===== config.mk =====
export PLATFORM = sky130hd
export DESIGN_NAME = uart_rx_fifo_flat
export DESIGN_NICKNAME = d
export VERILOG_FILES = /design/src/rtl/uart_rx_fifo_if.sv /design/src/rtl/uart_rx_fifo.sv /design/src/flat_wrapper.sv
export SDC_FILE = /design/constraint.sdc
export NUM_CORES = 1
export LEC_CHECK = 0
export CORE_MARGIN = 4
export CORE_UTILIZATION = 54
export DETAILED_ROUTE_END_ITERATION = 7
export PLACE_DENSITY = 0.74
export SYNTH_ARGS = -nofsm -noshare
export SYNTH_HDL_FRONTEND = slang
export SYNTH_SLANG_ARGS = --single-unit

===== constraint.sdc =====
create_clock -name i_wb_clk -period 7.8 [get_ports i_wb_clk]
set_input_delay 1.56 -clock i_wb_clk [delete_from_list [all_inputs] [get_ports i_wb_clk]]
set_output_delay 1.56 -clock i_wb_clk [all_outputs]
set_load 0.03 [all_outputs]

===== src/rtl/uart_rx_fifo_if.sv =====
// uart_rx_fifo_if
//   Register-side bus of the UART receiver. It carries the read handshake
//   into the receive FIFO and the head entry plus status back out.
//   Ports (signals):
//     i_rd       pop the FIFO head (driven by the peripheral logic)
//     i_ovr_clr  clear the sticky overrun flag
//     o_wb_rdt   head data
//     o_perr     head parity error
//     o_ferr     head framing error
//     o_brk      head break
//     o_valid    FIFO not empty
//     o_count    FIFO occupancy
//     o_overrun  sticky: a frame was dropped because the FIFO was full
//   Modports: master = peripheral register logic, slave = receiver.
interface uart_rx_fifo_if #(
  parameter int BITS  = 8,
  parameter int CNT_W = 3
);
  logic             i_rd;
  logic             i_ovr_clr;
  logic [BITS-1:0]  o_wb_rdt;
  logic             o_perr;
  logic             o_ferr;
  logic             o_brk;
  logic             o_valid;
  logic [CNT_W-1:0] o_count;
  logic             o_overrun;

  modport master (
    output i_rd, i_ovr_clr,
    input  o_wb_rdt, o_perr, o_ferr, o_brk, o_valid, o_count, o_overrun
  );

  modport slave (
    input  i_rd, i_ovr_clr,
    output o_wb_rdt, o_perr, o_ferr, o_brk, o_valid, o_count, o_overrun
  );
endinterface


===== src/rtl/uart_rx_fifo.sv =====
// uart_rx_fifo
//   UART receiver with runtime baud divisor, BITS data bits (LSB first),
//   optional even/odd parity, 3-sample majority voting, framing/parity/break
//   detection and a show-ahead receive FIFO with a sticky overrun flag.
//   Ports:
//     i_wb_clk        system clock
//     i_wb_rst_n      asynchronous active-low reset
//     i_wb_dat        raw serial RX line (asynchronous, idle high)
//     i_clks_per_bit  clocks per bit D (8 .. 2^DIV_W-1), latched per frame
//     i_parity        00/11 none, 01 even, 10 odd, latched per frame
//     bus             register-side FIFO bus (uart_rx_fifo_if.slave)
//     rx_active       receiver is not idle
module uart_rx_fifo #(
  parameter int BITS       = 8,
  parameter int DIV_W      = 16,
  parameter int FIFO_DEPTH = 4,
  parameter int CNT_W      = $clog2(FIFO_DEPTH) + 1
) (
  input  logic             i_wb_clk,
  input  logic             i_wb_rst_n,
  input  logic             i_wb_dat,
  input  logic [DIV_W-1:0] i_clks_per_bit,
  input  logic [1:0]       i_parity,
  uart_rx_fifo_if.slave    bus,
  output logic             rx_active
);

  localparam int PTR_W = $clog2(FIFO_DEPTH);
  localparam int IDX_W = $clog2(BITS);
  localparam int ENT_W = BITS + 3;
  localparam logic [IDX_W-1:0] LAST_IDX = IDX_W'(BITS - 1);

  typedef enum logic [2:0] {IDLE, START, DATA, PARITY, STOP, RECOVER} state_t;

  state_t state_reg, state_next;

  // Input synchroniser; both flops reset to the idle line level.
  logic rx_meta_reg, rx_reg;

  always_ff @(posedge i_wb_clk or negedge i_wb_rst_n) begin
    if (!i_wb_rst_n) begin
      rx_meta_reg <= 1'b1;
      rx_reg      <= 1'b1;
    end else begin
      rx_meta_reg <= i_wb_dat;
      rx_reg      <= rx_meta_reg;
    end
  end

  // Frame timing and datapath registers.
  logic [DIV_W-1:0] cnt_reg, div_reg;
  logic [1:0]       par_mode_reg;
  logic [IDX_W-1:0] idx_reg;
  logic [BITS-1:0]  data_reg;
  logic             s0_reg, s1_reg;
  logic             perr_reg, pbit_reg;

  logic [DIV_W-1:0] half;
  logic             at_s0, at_s1, at_dec, at_end;
  logic             maj, par_en;

  assign half   = div_reg >> 1;
  assign at_s0  = (cnt_reg == half - DIV_W'(1));
  assign at_s1  = (cnt_reg == half);
  assign at_dec = (cnt_reg == half + DIV_W'(1));
  assign at_end = (cnt_reg == div_reg - DIV_W'(1));
  // Third vote is the live synced bit on the decision cycle.
  assign maj    = (s0_reg & s1_reg) | (s0_reg & rx_reg) | (s1_reg & rx_reg);
  assign par_en = (par_mode_reg == 2'b01) || (par_mode_reg == 2'b10);

  logic             push;
  logic             ferr_now;
  logic             brk_now;
  logic [ENT_W-1:0] entry;

  always_comb begin
    state_next = state_reg;
    push       = 1'b0;
    ferr_now   = 1'b0;
    case (state_reg)
      IDLE:    if (!rx_reg) state_next = START;
      START: begin
        if (at_dec && maj)  state_next = IDLE;   // start bit was a glitch
        else if (at_end)    state_next = DATA;
      end
      DATA:    if (at_end && idx_reg == LAST_IDX) state_next = par_en ? PARITY : STOP;
      PARITY:  if (at_end) state_next = STOP;
      STOP: begin
        if (at_dec) begin
          push       = 1'b1;
          ferr_now   = ~maj;
          // Leave mid stop bit so a back-to-back start edge is not missed.
          state_next = maj ? IDLE : RECOVER;
        end
      end
      RECOVER: if (rx_reg) state_next = IDLE;
      default: state_next = IDLE;
    endcase
  end

  assign brk_now = ferr_now && (data_reg == '0) && (!pbit_reg || !par_en);
  assign entry   = {brk_now, ferr_now, perr_reg, data_reg};

  always_ff @(posedge i_wb_clk or negedge i_wb_rst_n) begin
    if (!i_wb_rst_n) begin
      state_reg    <= IDLE;
      cnt_reg      <= '0;
      div_reg      <= '0;
      par_mode_reg <= 2'b00;
      idx_reg      <= '0;
      data_reg     <= '0;
      s0_reg       <= 1'b1;
      s1_reg       <= 1'b1;
      perr_reg     <= 1'b0;
      pbit_reg     <= 1'b0;
    end else begin
      state_reg <= state_next;

      // Idle/recover hold the counter at zero so a new frame starts at 0.
      if (state_reg == IDLE || state_reg == RECOVER || at_end)
        cnt_reg <= '0;
      else
        cnt_reg <= cnt_reg + DIV_W'(1);

      if (state_reg == IDLE && !rx_reg) begin
        div_reg      <= i_clks_per_bit;
        par_mode_reg <= i_parity;
        perr_reg     <= 1'b0;
        pbit_reg     <= 1'b0;
      end

      if (at_s0) s0_reg <= rx_reg;
      if (at_s1) s1_reg <= rx_reg;

      if (state_reg == START) idx_reg <= '0;

      if (state_reg == DATA) begin
        if (at_dec) data_reg[idx_reg] <= maj;
        if (at_end) idx_reg <= idx_reg + IDX_W'(1);
      end

      if (state_reg == PARITY && at_dec) begin
        pbit_reg <= maj;
        // Even: error when overall XOR is 1; odd: error when it is 0.
        perr_reg <= (^data_reg) ^ maj ^ (par_mode_reg == 2'b10);
      end
    end
  end

  assign rx_active = (state_reg != IDLE);

  // Receive FIFO.
  logic [ENT_W-1:0] mem [FIFO_DEPTH];
  logic [PTR_W-1:0] wr_ptr_reg, rd_ptr_reg;
  logic [CNT_W-1:0] count_reg;
  logic             overrun_reg;
  logic             full, valid, pop, do_write;
  logic [ENT_W-1:0] head;

  assign valid    = (count_reg != '0);
  assign full     = (count_reg == CNT_W'(FIFO_DEPTH));
  assign pop      = bus.i_rd && valid;
  // When full, a same-cycle pop frees the head slot, which is exactly wr_ptr.
  assign do_write = push && (!full || pop);

  always_ff @(posedge i_wb_clk) begin
    if (do_write) mem[wr_ptr_reg] <= entry;
  end

  always_ff @(posedge i_wb_clk or negedge i_wb_rst_n) begin
    if (!i_wb_rst_n) begin
      wr_ptr_reg  <= '0;
      rd_ptr_reg  <= '0;
      count_reg   <= '0;
      overrun_reg <= 1'b0;
    end else begin
      if (do_write) wr_ptr_reg <= wr_ptr_reg + PTR_W'(1);
      if (pop)      rd_ptr_reg <= rd_ptr_reg + PTR_W'(1);
      case ({do_write, pop})
        2'b10:   count_reg <= count_reg + CNT_W'(1);
        2'b01:   count_reg <= count_reg - CNT_W'(1);
        default: count_reg <= count_reg;
      endcase
      // Set has priority over clear.
      if (push && full && !pop) overrun_reg <= 1'b1;
      else if (bus.i_ovr_clr)   overrun_reg <= 1'b0;
    end
  end

  // Show-ahead head; forced to zero while empty so stale RAM never leaks out.
  assign head          = valid ? mem[rd_ptr_reg] : '0;
  assign bus.o_wb_rdt  = head[BITS-1:0];
  assign bus.o_perr    = head[BITS];
  assign bus.o_ferr    = head[BITS+1];
  assign bus.o_brk     = head[BITS+2];
  assign bus.o_valid   = valid;
  assign bus.o_count   = count_reg;
  assign bus.o_overrun = overrun_reg;

endmodule


===== src/flat_wrapper.sv =====
// flat-port wrapper written by rule: the top's interface ports become plain ports
module uart_rx_fifo_flat 
#(
  parameter int BITS       = 8,
  parameter int DIV_W      = 16,
  parameter int FIFO_DEPTH = 4,
  parameter int CNT_W      = $clog2(FIFO_DEPTH) + 1
)
  (i_wb_clk, i_wb_rst_n, i_wb_dat, i_clks_per_bit, i_parity, rx_active, bus_i_rd, bus_i_ovr_clr, bus_o_wb_rdt, bus_o_perr, bus_o_ferr, bus_o_brk, bus_o_valid, bus_o_count, bus_o_overrun);
  uart_rx_fifo_if #(.BITS(BITS), .CNT_W(CNT_W)) bus_i ();
  input  logic i_wb_clk;
  input  logic i_wb_rst_n;
  input  logic i_wb_dat;
  input  logic [DIV_W-1:0] i_clks_per_bit;
  input  logic [1:0] i_parity;
  output logic rx_active;
  input wire logic [$bits(bus_i.i_rd)-1:0] bus_i_rd;
  input wire logic [$bits(bus_i.i_ovr_clr)-1:0] bus_i_ovr_clr;
  output wire logic [$bits(bus_i.o_wb_rdt)-1:0] bus_o_wb_rdt;
  output wire logic [$bits(bus_i.o_perr)-1:0] bus_o_perr;
  output wire logic [$bits(bus_i.o_ferr)-1:0] bus_o_ferr;
  output wire logic [$bits(bus_i.o_brk)-1:0] bus_o_brk;
  output wire logic [$bits(bus_i.o_valid)-1:0] bus_o_valid;
  output wire logic [$bits(bus_i.o_count)-1:0] bus_o_count;
  output wire logic [$bits(bus_i.o_overrun)-1:0] bus_o_overrun;
  assign bus_i.i_rd = bus_i_rd;
  assign bus_i.i_ovr_clr = bus_i_ovr_clr;
  assign bus_o_wb_rdt = bus_i.o_wb_rdt;
  assign bus_o_perr = bus_i.o_perr;
  assign bus_o_ferr = bus_i.o_ferr;
  assign bus_o_brk = bus_i.o_brk;
  assign bus_o_valid = bus_i.o_valid;
  assign bus_o_count = bus_i.o_count;
  assign bus_o_overrun = bus_i.o_overrun;
  uart_rx_fifo #(.BITS(BITS), .DIV_W(DIV_W), .FIFO_DEPTH(FIFO_DEPTH), .CNT_W(CNT_W)) u_core (.i_wb_clk(i_wb_clk), .i_wb_rst_n(i_wb_rst_n), .i_wb_dat(i_wb_dat), .i_clks_per_bit(i_clks_per_bit), .i_parity(i_parity), .bus(bus_i), .rx_active(rx_active));
endmodule

==> results of run 1 <==
[layout make-up]
type / count / area [um^2]
Tap cell: 143 / 178.9
Clock inverter: 7 / 82.58
Inverter: 27 / 101.3
Clock buffer: 9 / 225.2
Fill cell: 987 / 4370
Timing Repair Buffer: 43 / 415.4
Multi-Input combinational cell: 444 / 3362
Sequential cell: 106 / 2878
[worst paths after layout]
kind,startpoint,to,slack (ns)
worst max-delay path,u_core.rd_ptr_reg[0],bus_o_wb_rdt[0],3.71
worst max register to register,u_core.div_reg[3],u_core.bus.o_count[1],3.83
max in group asynchronous,i_wb_rst_n,u_core.bus.o_count[1],5.89
worst min-delay path,u_core.rx_meta_reg,u_core.rx_reg,0.36
min in group asynchronous,i_wb_rst_n,u_core.cnt_reg[4],1.38
worst min register to register,u_core.rx_meta_reg,u_core.rx_reg,0.36
[power by group through the flow]
stage	registers (mW)	logic (mW)	clock network (mW)
after floorplan	0.729	0.893	0
after global placement	0.901	0.985	0
after detailed placement	0.910	0.999	0
after CTS	0.899	1.01	0.479
after global routing	0.926	1.10	0.505
final	0.902	1.00	0.469
[synth_stat cells, types with 6 or more instances]
cell type / n / area (um^2)
a21oi_1: 11 / 55.05
and3_1: 13 / 81.33
buf_1: 6 / 22.52
buf_2: 6 / 30.03
clkbuf_1: 29 / 108.9
dfrtp_1: 58 / 1451
edfxtp_1: 44 / 1321
ha_1: 16 / 200.2
inv_1: 27 / 101.4
mux2_2: 22 / 247.7
mux4_2: 11 / 247.7
nand2_1: 45 / 168.9
nand2b_1: 12 / 75.07
nand3_1: 28 / 140.1
nand4_1: 11 / 68.82
nor2_1: 39 / 146.4
nor2b_1: 14 / 87.58
nor3_1: 13 / 65.06
nor4_1: 9 / 56.30
o21ai_0: 23 / 115.1
xnor2_1: 42 / 367.9
xor2_1: 30 / 262.8
[logic make-up after synthesis]
kind of cell	share of synthesized area, %
multiplexers	8.641
AO/OA/AOI/OAI	8.775
adder cells (fa/ha/maj)	3.533
buffers and inverters	4.339
flip-flops	44.16
XOR/XNOR	10.02
AND/OR/NAND/NOR	20.53
[per-layer routing]
metal	share of wire (%)	wire (um)	vias to the layer above
met3	3.5	508	29
li1	-	-	2254
met1	42	6023	2254
met5	0	0	-
met2	52	7512	128
met4	2.5	354	0
[worst reg2reg max path, stage by stage (launching register included)]
cell,delay (ns)
dfrtp_1,0.77
nand4_4,0.27
or4_4,0.61
mux2_4,0.33
o311ai_4,0.35
and4_1,0.43
nand3_4,0.18
nand2_1,0.14
fa_1,0.45
nand2_1,0.08
mux2_2,0.14
o211a_1,0.14
[metrics by stage]
stage	hold slack, ns	util [%]	cell area (um^2)
after detailed placement	0.3514	59.72	6935
after CTS	0.3588	62.37	7243
after global routing	0.3610	62.37	7243
final	0.3578	62.37	7243
after floorplan	0.3452	-	6516
after global placement	0.3460	59.72	6935
==> flow_metrics.env, run 1 <==
export IMPL_outcome="finished, final reports clean"
export IMPL_use_met1_pct=26.37
export IMPL_synthFlopType="dfrtp_1"
export IMPL_path_buf_inv=1
export IMPL_grt_pass1_wl_mm=23.98
export IMPL_cap_viol_max_count=0
export IMPL_cp_cell_sequence="mux4_2 -> nor2b_1 -> clkdlybuf4s50_1"
export IMPL_cp_end_kind="output port"
export IMPL_slew_viol_final=0
export IMPL_hold_path_depth=0
export IMPL_clkLatencyLatePin_ns=0.35
export IMPL_drtIter0Drc=358
export IMPL_nNetsFinal=671
export IMPL_ctsHoldBuffers=0
export IMPL_path_delay_family="flip-flops"
export IMPL_finalSetupTns_ns=0
export IMPL_pwr_share_clk_pct=19.8
export IMPL_dp_slack_ns=3.892
export IMPL_crit_required_ns=6.24
export IMPL_cts_sinks=106
export IMPL_cts_clk_slew_worst_paths_ns=0.07
export IMPL_cp_max_fo=13
export IMPL_setup_viol=0
export IMPL_final_setup_worst_slack_ns=3.712
export IMPL_firstDrtPassIters=6
export IMPL_wire_per_inst_um=18.48
export IMPL_synth_warnings=0
export IMPL_grt_use_met2_pct=38.02
export IMPL_grt_busiest_layer="met2"
export IMPL_final_common_cell="dfrtp_1"
export IMPL_clock_skew_ns=0.006747
export IMPL_synth_async_reset_ratio_pct=58.49
export IMPL_syn_nets=661
export IMPL_period_share_pct=52.41
export IMPL_n_antenna_cell=0
export IMPL_ant_nets=0
export IMPL_start_util_pct=56.11
export IMPL_reg2reg_depth=11
export IMPL_finalPower_mw=2.370
export IMPL_worstMarginPinSlew_ns=1.058
export IMPL_clockBufferDepth=2
export IMPL_syn_area_um2=6516
export IMPL_powerDensity_nw_per_um2=327.2
export IMPL_cp_slowest_cell="dfrtp_1"
export IMPL_min_period_ns=4.088
export IMPL_ys_seq_area_share_pct=44.16
export IMPL_io_pins=40
export IMPL_irDropWorstVdd_uv=179.9
export IMPL_cts_htree_levels=3
export IMPL_cts_root_buf="clkbuf_16"
export IMPL_mostFrequentLayoutCells="58 x dfrtp_1, 45 x nand2_1, 44 x edfxtp_1"
export IMPL_crit_arrival_ns=2.53
export IMPL_internal_power_mw=1.371
export IMPL_seqPwrFrac_pct=38.0
export IMPL_syn_area_per_cell_um2=10.49
export IMPL_post_cts_buffers=0
export IMPL_grt_max_degree=63
export IMPL_relSlewSlack_pct=28.80
export IMPL_dp_cells=763
export IMPL_die_w_um=117.9
export IMPL_crit_cells=3
export IMPL_grt_pass1_vias=4736
export IMPL_grt_overflow_total=0
export IMPL_crit_type="reg -> out"
export IMPL_grt_use_met3_pct=3.075
export IMPL_drt_total_wl_mm=14.40
export IMPL_antenna_found_initial=0
export IMPL_drcViolationCount=0
export IMPL_vias_per_cell=5.988
export IMPL_drive_gt1_share_pct=12.74
export IMPL_hp_class="reg -> reg"
export IMPL_grt_setup_unrepaired="no"
export IMPL_cts_made_buffers=9
export IMPL_fmax_ghz=0.2446
export IMPL_largest_reg_flops=44
export IMPL_post_layout_nonfiller_instances=779
export IMPL_globalRouteTotalUtil_pct=21.50
export IMPL_rows=39
export IMPL_dpl_hpwl_mm=10.37
export IMPL_numPortBuffers=39
export IMPL_die_h_um=117.9
export IMPL_core_um2=11610
export IMPL_cpPeakStageDelay_ns=0.85
export IMPL_gp_congestion=0.8953
export IMPL_num_vias=4665
export IMPL_cts_tree="done"
export IMPL_synthCells=621
export IMPL_syn2layout_area_growth_pct=11.16
export IMPL_sw_frac_of_total_pct=42.14
export IMPL_p_switching_mw=0.9988
export IMPL_ys_types=72
export IMPL_p_leak_nw=2.717
export IMPL_synth_edf_count=44
export IMPL_startpoint_type="flop"
export IMPL_combPwrFrac_pct=42.2
export IMPL_ys_ff_latch=106
export IMPL_die_area_um2=13890
export IMPL_hold_violations=0
export IMPL_cts_resized=0
No activity file was read; power rests on OpenSTA's default activity.
==> inputs of run 2 (changes only) <==
- clock period: 7.8 -> 3.95 ns (I/O delays scaled with it)
==> run 2 against run 1 <==
  * Non-clock buffer count up 15
  * Design area up 1.4%
  * Critical path depth up 8
  * Final cell count up 1.9%
  * Clock skew up 0.00081 ns
  * Die area unchanged
  * Sequential cell count unchanged
  * Largest power group unchanged
  * Global-route usage up 1.2 points
  * Via count up 2.7%
==> flow_metrics.env, run 2 (same netlist as run 1, synthesis figures left out) <==
export IMPL_worstMarginPinSlew_ns=0.8881
export IMPL_fill_cells=945
export IMPL_vias_per_cell=6.034
export IMPL_combPwrFrac_pct=48.2
export IMPL_cts_tree="done"
export IMPL_numPortBuffers=39
export IMPL_antenna_found_initial=0
export IMPL_ctsHoldBuffers=0
export IMPL_cap_viol_max_count=0
export IMPL_hold_violations=0
export IMPL_clock_skew_ns=0.007556
export IMPL_post_cts_buffers=0
export IMPL_drtIter0Drc=334
export IMPL_n_antenna_cell=0
export IMPL_grt_max_degree=38
export IMPL_rows=39
export IMPL_relSlewSlack_pct=40.80
export IMPL_internal_power_mw=2.760
export IMPL_finalSetupTns_ns=0
export IMPL_mostFrequentLayoutCells="58 x dfrtp_1, 45 x nand2_1, 44 x edfxtp_1"
export IMPL_ant_nets=0
export IMPL_period_share_pct=94.15
export IMPL_finalPower_mw=4.791
export IMPL_r2r_start="u_core.div_reg[1]"
export IMPL_cts_resized=0
export IMPL_dp_slack_ns=0.2198
export IMPL_hp_class="reg -> reg"
export IMPL_crit_arrival_ns=4.01
export IMPL_num_vias=4791
export IMPL_p_switching_mw=2.031
export IMPL_dpl_hpwl_mm=11.00
export IMPL_gp_congestion=0.9700
export IMPL_hold_path_depth=0
export IMPL_syn2layout_area_growth_pct=12.73
export IMPL_fmax_ghz=0.2689
export IMPL_final_setup_worst_slack_ns=0.2309
export IMPL_worstReg2RegEnd="u_core.bus.o_count[1]"
export IMPL_clockBufferDepth=2
export IMPL_globalRouteTotalUtil_pct=22.71
export IMPL_reg2reg_depth=11
export IMPL_wire_per_inst_um=18.99
export IMPL_powerDensity_nw_per_um2=652.3
export IMPL_outcome="finished, final reports clean"
export IMPL_grt_setup_unrepaired="no"
export IMPL_drive_gt1_share_pct=14.90
export IMPL_largest_reg_flops=44
export IMPL_die_area_um2=13890
export IMPL_io_pins=40
export IMPL_setup_viol=0
export IMPL_die_w_um=117.9
export IMPL_crit_type="reg -> reg"
export IMPL_grt_pass1_vias=4960
export IMPL_core_um2=11610
export IMPL_grt_overflow_total=0
export IMPL_cp_max_fo=10
export IMPL_nNetsFinal=686
export IMPL_cts_clk_slew_worst_paths_ns=0.07
export IMPL_cts_sinks=106
export IMPL_final_common_cell="dfrtp_1"
export IMPL_cp_end_kind="flop"
export IMPL_grt_pass1_wl_mm=25.31
export IMPL_crit_required_ns=4.24
export IMPL_cts_root_buf="clkbuf_16"
export IMPL_drcViolationCount=0
export IMPL_hold_path_startpoint="u_core.rx_meta_reg"
export IMPL_drt_total_wl_mm=15.08
export IMPL_hold_path_endpoint="u_core.rx_reg"
export IMPL_clkLatencyLatePin_ns=0.36
export IMPL_die_h_um=117.9
export IMPL_startpoint_type="flop"
export IMPL_slew_viol_final=0
export IMPL_irDropWorstVdd_uv=309.5
export IMPL_start_util_pct=56.11
export IMPL_sw_frac_of_total_pct=42.40
export IMPL_pwr_share_clk_pct=18.8
export IMPL_min_period_ns=3.719
export IMPL_firstDrtPassIters=4
export IMPL_cts_made_buffers=9
export IMPL_reg2reg_slack_ns=0.23
export IMPL_cts_htree_levels=3
export IMPL_seqPwrFrac_pct=33.0
export IMPL_p_leak_nw=2.785
[run 2: power groups by stage]
stage	Clock, mW	Sequential, mW	Combinational (mW)
floorplan	0	1.44	1.76
global placement	0	1.59	2.26
detailed placement	0	1.60	2.29
CTS	0.916	1.58	2.31
global route	0.959	1.61	2.53
finish	0.899	1.58	2.31
[run 2: stage by stage]
| stage | utilization (%) | cells | area (um^2) | hold WS [ns] |
|---|---|---|---|---|
| floorplan | - | 621 | 6516 | 0.3452 |
| global placement | 60.69 | 778 | 7048 | 0.3472 |
| detailed placement | 60.69 | 778 | 7048 | 0.3488 |
| CTS | 63.24 | 794 | 7345 | 0.3588 |
| global route | 63.25 | 794 | 7346 | 0.3594 |
| finish | 63.25 | 794 | 7346 | 0.3593 |
[run 2: worst max path at each step]
stage                            startpoint                    end  slack [ns]
final                     u_core.div_reg[1]  u_core.bus.o_count[1]        0.23
after global routing      u_core.div_reg[1]  u_core.bus.o_count[2]        0.03
after CTS                 u_core.div_reg[1]  u_core.bus.o_count[1]        0.19
after detailed placement  u_core.div_reg[1]  u_core.bus.o_count[1]        0.22
after global placement    u_core.div_reg[1]  u_core.bus.o_count[1]        0.36
after floorplan           u_core.div_reg[2]  u_core.bus.o_count[1]        0.60
[run 2: per-layer routing]
metal	track usage (%)	vias to the layer above	share of wire (%)	wire length (um)
met5	0	-	0	0
met4	9.231	0	2.5	375
met3	3.316	28	3.8	579
met2	40.42	117	52	7912
met1	27.62	2350	41	6212
li1	-	2296	-	-
[run 2: cell type report]
cell class	instances	area [um^2]	area share, %
Multi-Input combinational cell	444	3363	45.78
Sequential cell	106	2878	39.18
Timing Repair Buffer	58	528.0	7.188
Clock buffer	10	239.0	3.253
Tap cell	143	178.9	2.436
Inverter	27	101.3	1.380
Clock inverter	6	57.56	0.7835
[run 2: worst max-delay path, cell delays in order, from the launching register on]
cell	delay, ns
dfrtp_1	0.52
ha_1	0.31
inv_1	0.06
or4_4	0.56
mux2_4	0.33
o311ai_4	0.34
and4_2	0.40
nand3_4	0.16
nand2_1	0.14
fa_1	0.46
a211oi_1	0.19
o211a_1	0.17
==> inputs of run 3 (changes only) <==
- CORE_UTILIZATION: 54 -> 60
- CTS_BUF_LIST: default -> sky130_fd_sc_hd__clkbuf_8
- PLACE_DENSITY: 0.74 -> 0.8
==> run 3 against run 2 <==
  * Combinational power shrank 4%
  * Maximum frequency increased by 3.2%
  * Register-to-register slack improved by 0.11 ns
  * Final cell count decreased by 1.4%
  * Sequential share of layout area increased by 0.92 points
  * Non-clock buffer count shrank 4
  * Sequential power up 4%
  * Hold slack improved by 0.0050 ns
  * Largest power group unchanged
  * Highest routed layer unchanged
==> flow_metrics.env, run 3 (same netlist as run 1, synthesis figures left out) <==
export IMPL_startpoint_type="flop"
export IMPL_clkLatencyLatePin_ns=0.38
export IMPL_fill_cells=804
export IMPL_wire_per_inst_um=19.15
export IMPL_cp_max_fo=10
export IMPL_relSlewSlack_pct=37.29
export IMPL_n_antenna_cell=0
export IMPL_dp_cells=767
export IMPL_grt_overflow_total=0
export IMPL_cts_clk_slew_worst_paths_ns=0.10
export IMPL_crit_type="reg -> reg"
export IMPL_cpPeakStageDelay_ns=0.55
export IMPL_num_vias=4818
export IMPL_die_w_um=112.2
export IMPL_core_um2=10460
export IMPL_post_cts_buffers=0
export IMPL_outcome="finished, final reports clean"
export IMPL_syn2layout_area_growth_pct=10.14
export IMPL_final_setup_worst_slack_ns=0.3459
export IMPL_start_util_pct=62.28
export IMPL_min_period_ns=3.604
export IMPL_cts_tree="done"
export IMPL_largest_reg_flops=44
export IMPL_crit_arrival_ns=3.93
export IMPL_setup_viol=0
export IMPL_path_common_cell="nand2_1"
export IMPL_numPortBuffers=39
export IMPL_cap_viol_max_count=0
export IMPL_cts_made_buffers=9
export IMPL_final_common_cell="dfrtp_1"
export IMPL_fmax_ghz=0.2775
export IMPL_grt_pass1_vias=4952
export IMPL_post_layout_nonfiller_instances=783
export IMPL_drtIter0Drc=302
export IMPL_ant_nets=0
export IMPL_grt_setup_unrepaired="no"
export IMPL_cp_end_kind="flop"
export IMPL_drcViolationCount=0
export IMPL_finalPower_mw=4.467
export IMPL_clockBufferDepth=2
export IMPL_slew_viol_final=0
export IMPL_vias_per_cell=6.153
export IMPL_io_pins=40
export IMPL_path_delay_family="simple AND/OR/NAND/NOR gates"
export IMPL_die_area_um2=12590
export IMPL_nNetsFinal=682
export IMPL_dp_slack_ns=0.3692
export IMPL_cts_root_buf="clkbuf_8"
export IMPL_grt_pass1_wl_mm=25.14
export IMPL_gp_congestion=0.9716
export IMPL_drive_gt1_share_pct=13.76
export IMPL_rows=37
export IMPL_hp_class="reg -> reg"
export IMPL_powerDensity_nw_per_um2=622.4
export IMPL_p_leak_nw=2.706
export IMPL_drt_total_wl_mm=15.00
export IMPL_ctsHoldBuffers=0
export IMPL_cts_sinks=106
export IMPL_die_h_um=112.2
export IMPL_grt_max_degree=40
export IMPL_hold_violations=0
export IMPL_worst_hold_slack_ns=0.3642
export IMPL_path_buf_inv=1
export IMPL_cts_resized=0
export IMPL_finalSetupTns_ns=0
export IMPL_antenna_found_initial=0
export IMPL_mostFrequentLayoutCells="58 x dfrtp_1, 45 x nand2_1, 44 x edfxtp_1"
export IMPL_crit_required_ns=4.28
export IMPL_clock_skew_ns=0.01031
export IMPL_worstMarginPinSlew_ns=0.9406
export IMPL_cp_cell_sequence="ha_1 -> inv_1 -> or4_4 -> mux2_4 -> o311ai_4 -> and4_1 -> nand3_4 -> nand2_1 -> fa_1 -> nand2_1 -> mux2_2 -> o211a_1"
export IMPL_dpl_hpwl_mm=11.19
export IMPL_cts_htree_levels=3
export IMPL_period_share_pct=91.24
export IMPL_firstDrtPassIters=5
export IMPL_cp_slowest_cell="or4_4"
export IMPL_globalRouteTotalUtil_pct=24.94
export IMPL_irDropWorstVdd_uv=392.5
[run 3: cell types whose count changed in the layout (fill, tap and decap cells not counted), moves of 2 or more]
cell / delta
buf_4: -4
clkinv_1: +2
clkbuf_16: -9
clkbuf_8: +8
[run 3: where the power goes]
group	switching (mW)	internal [mW]
Sequential	0.367	1.28
Combinational	1.23	0.982
Clock	0.379	0.228
Total	1.97	2.49
[run 3: layout make-up]
type	instances	area [um^2]	share of cell area, %
clock buffers	9	123.9	1.726
inverters	27	101.3	1.412
clock inverters	7	43.79	0.6102
multi-input cells	444	3362	46.84
well taps	136	170.2	2.371
flip-flops and latches	106	2878	40.10
repair buffers	54	498.0	6.939
[run 3: path summary, 6_finish.rpt]
path | start | to | slack [ns] | cells past startpoint
min reg2reg | u_core.rx_meta_reg | u_core.rx_reg | 0.36 | 0
max | u_core.div_reg[1] | u_core.bus.o_count[1] | 0.35 | 12
min | u_core.rx_meta_reg | u_core.rx_reg | 0.36 | 0
min in group asynchronous | i_wb_rst_n | u_core.rd_ptr_reg[1] | 0.53 | 1
max reg2reg | u_core.div_reg[1] | u_core.bus.o_count[1] | 0.35 | 12
max in group asynchronous | i_wb_rst_n | u_core.rx_meta_reg | 2.50 | 2
[run 3: routing by layer]
layer / wire (um) / GRT usage [%] / vias up
met4: 405 / 8.974 / 0
met5: 0 / 0 / -
met2: 7964 / 45.57 / 109
met3: 479 / 2.803 / 29
li1: - / - / 2279
met1: 6146 / 30.41 / 2401
[run 3: through the flow]
step | instance area (um^2) | util [%]
CTS | 7177 | 68.60
finish | 7177 | 68.60
global placement | 7009 | 66.99
detailed placement | 7009 | 66.99
global route | 7177 | 68.60
floorplan | 6516 | -
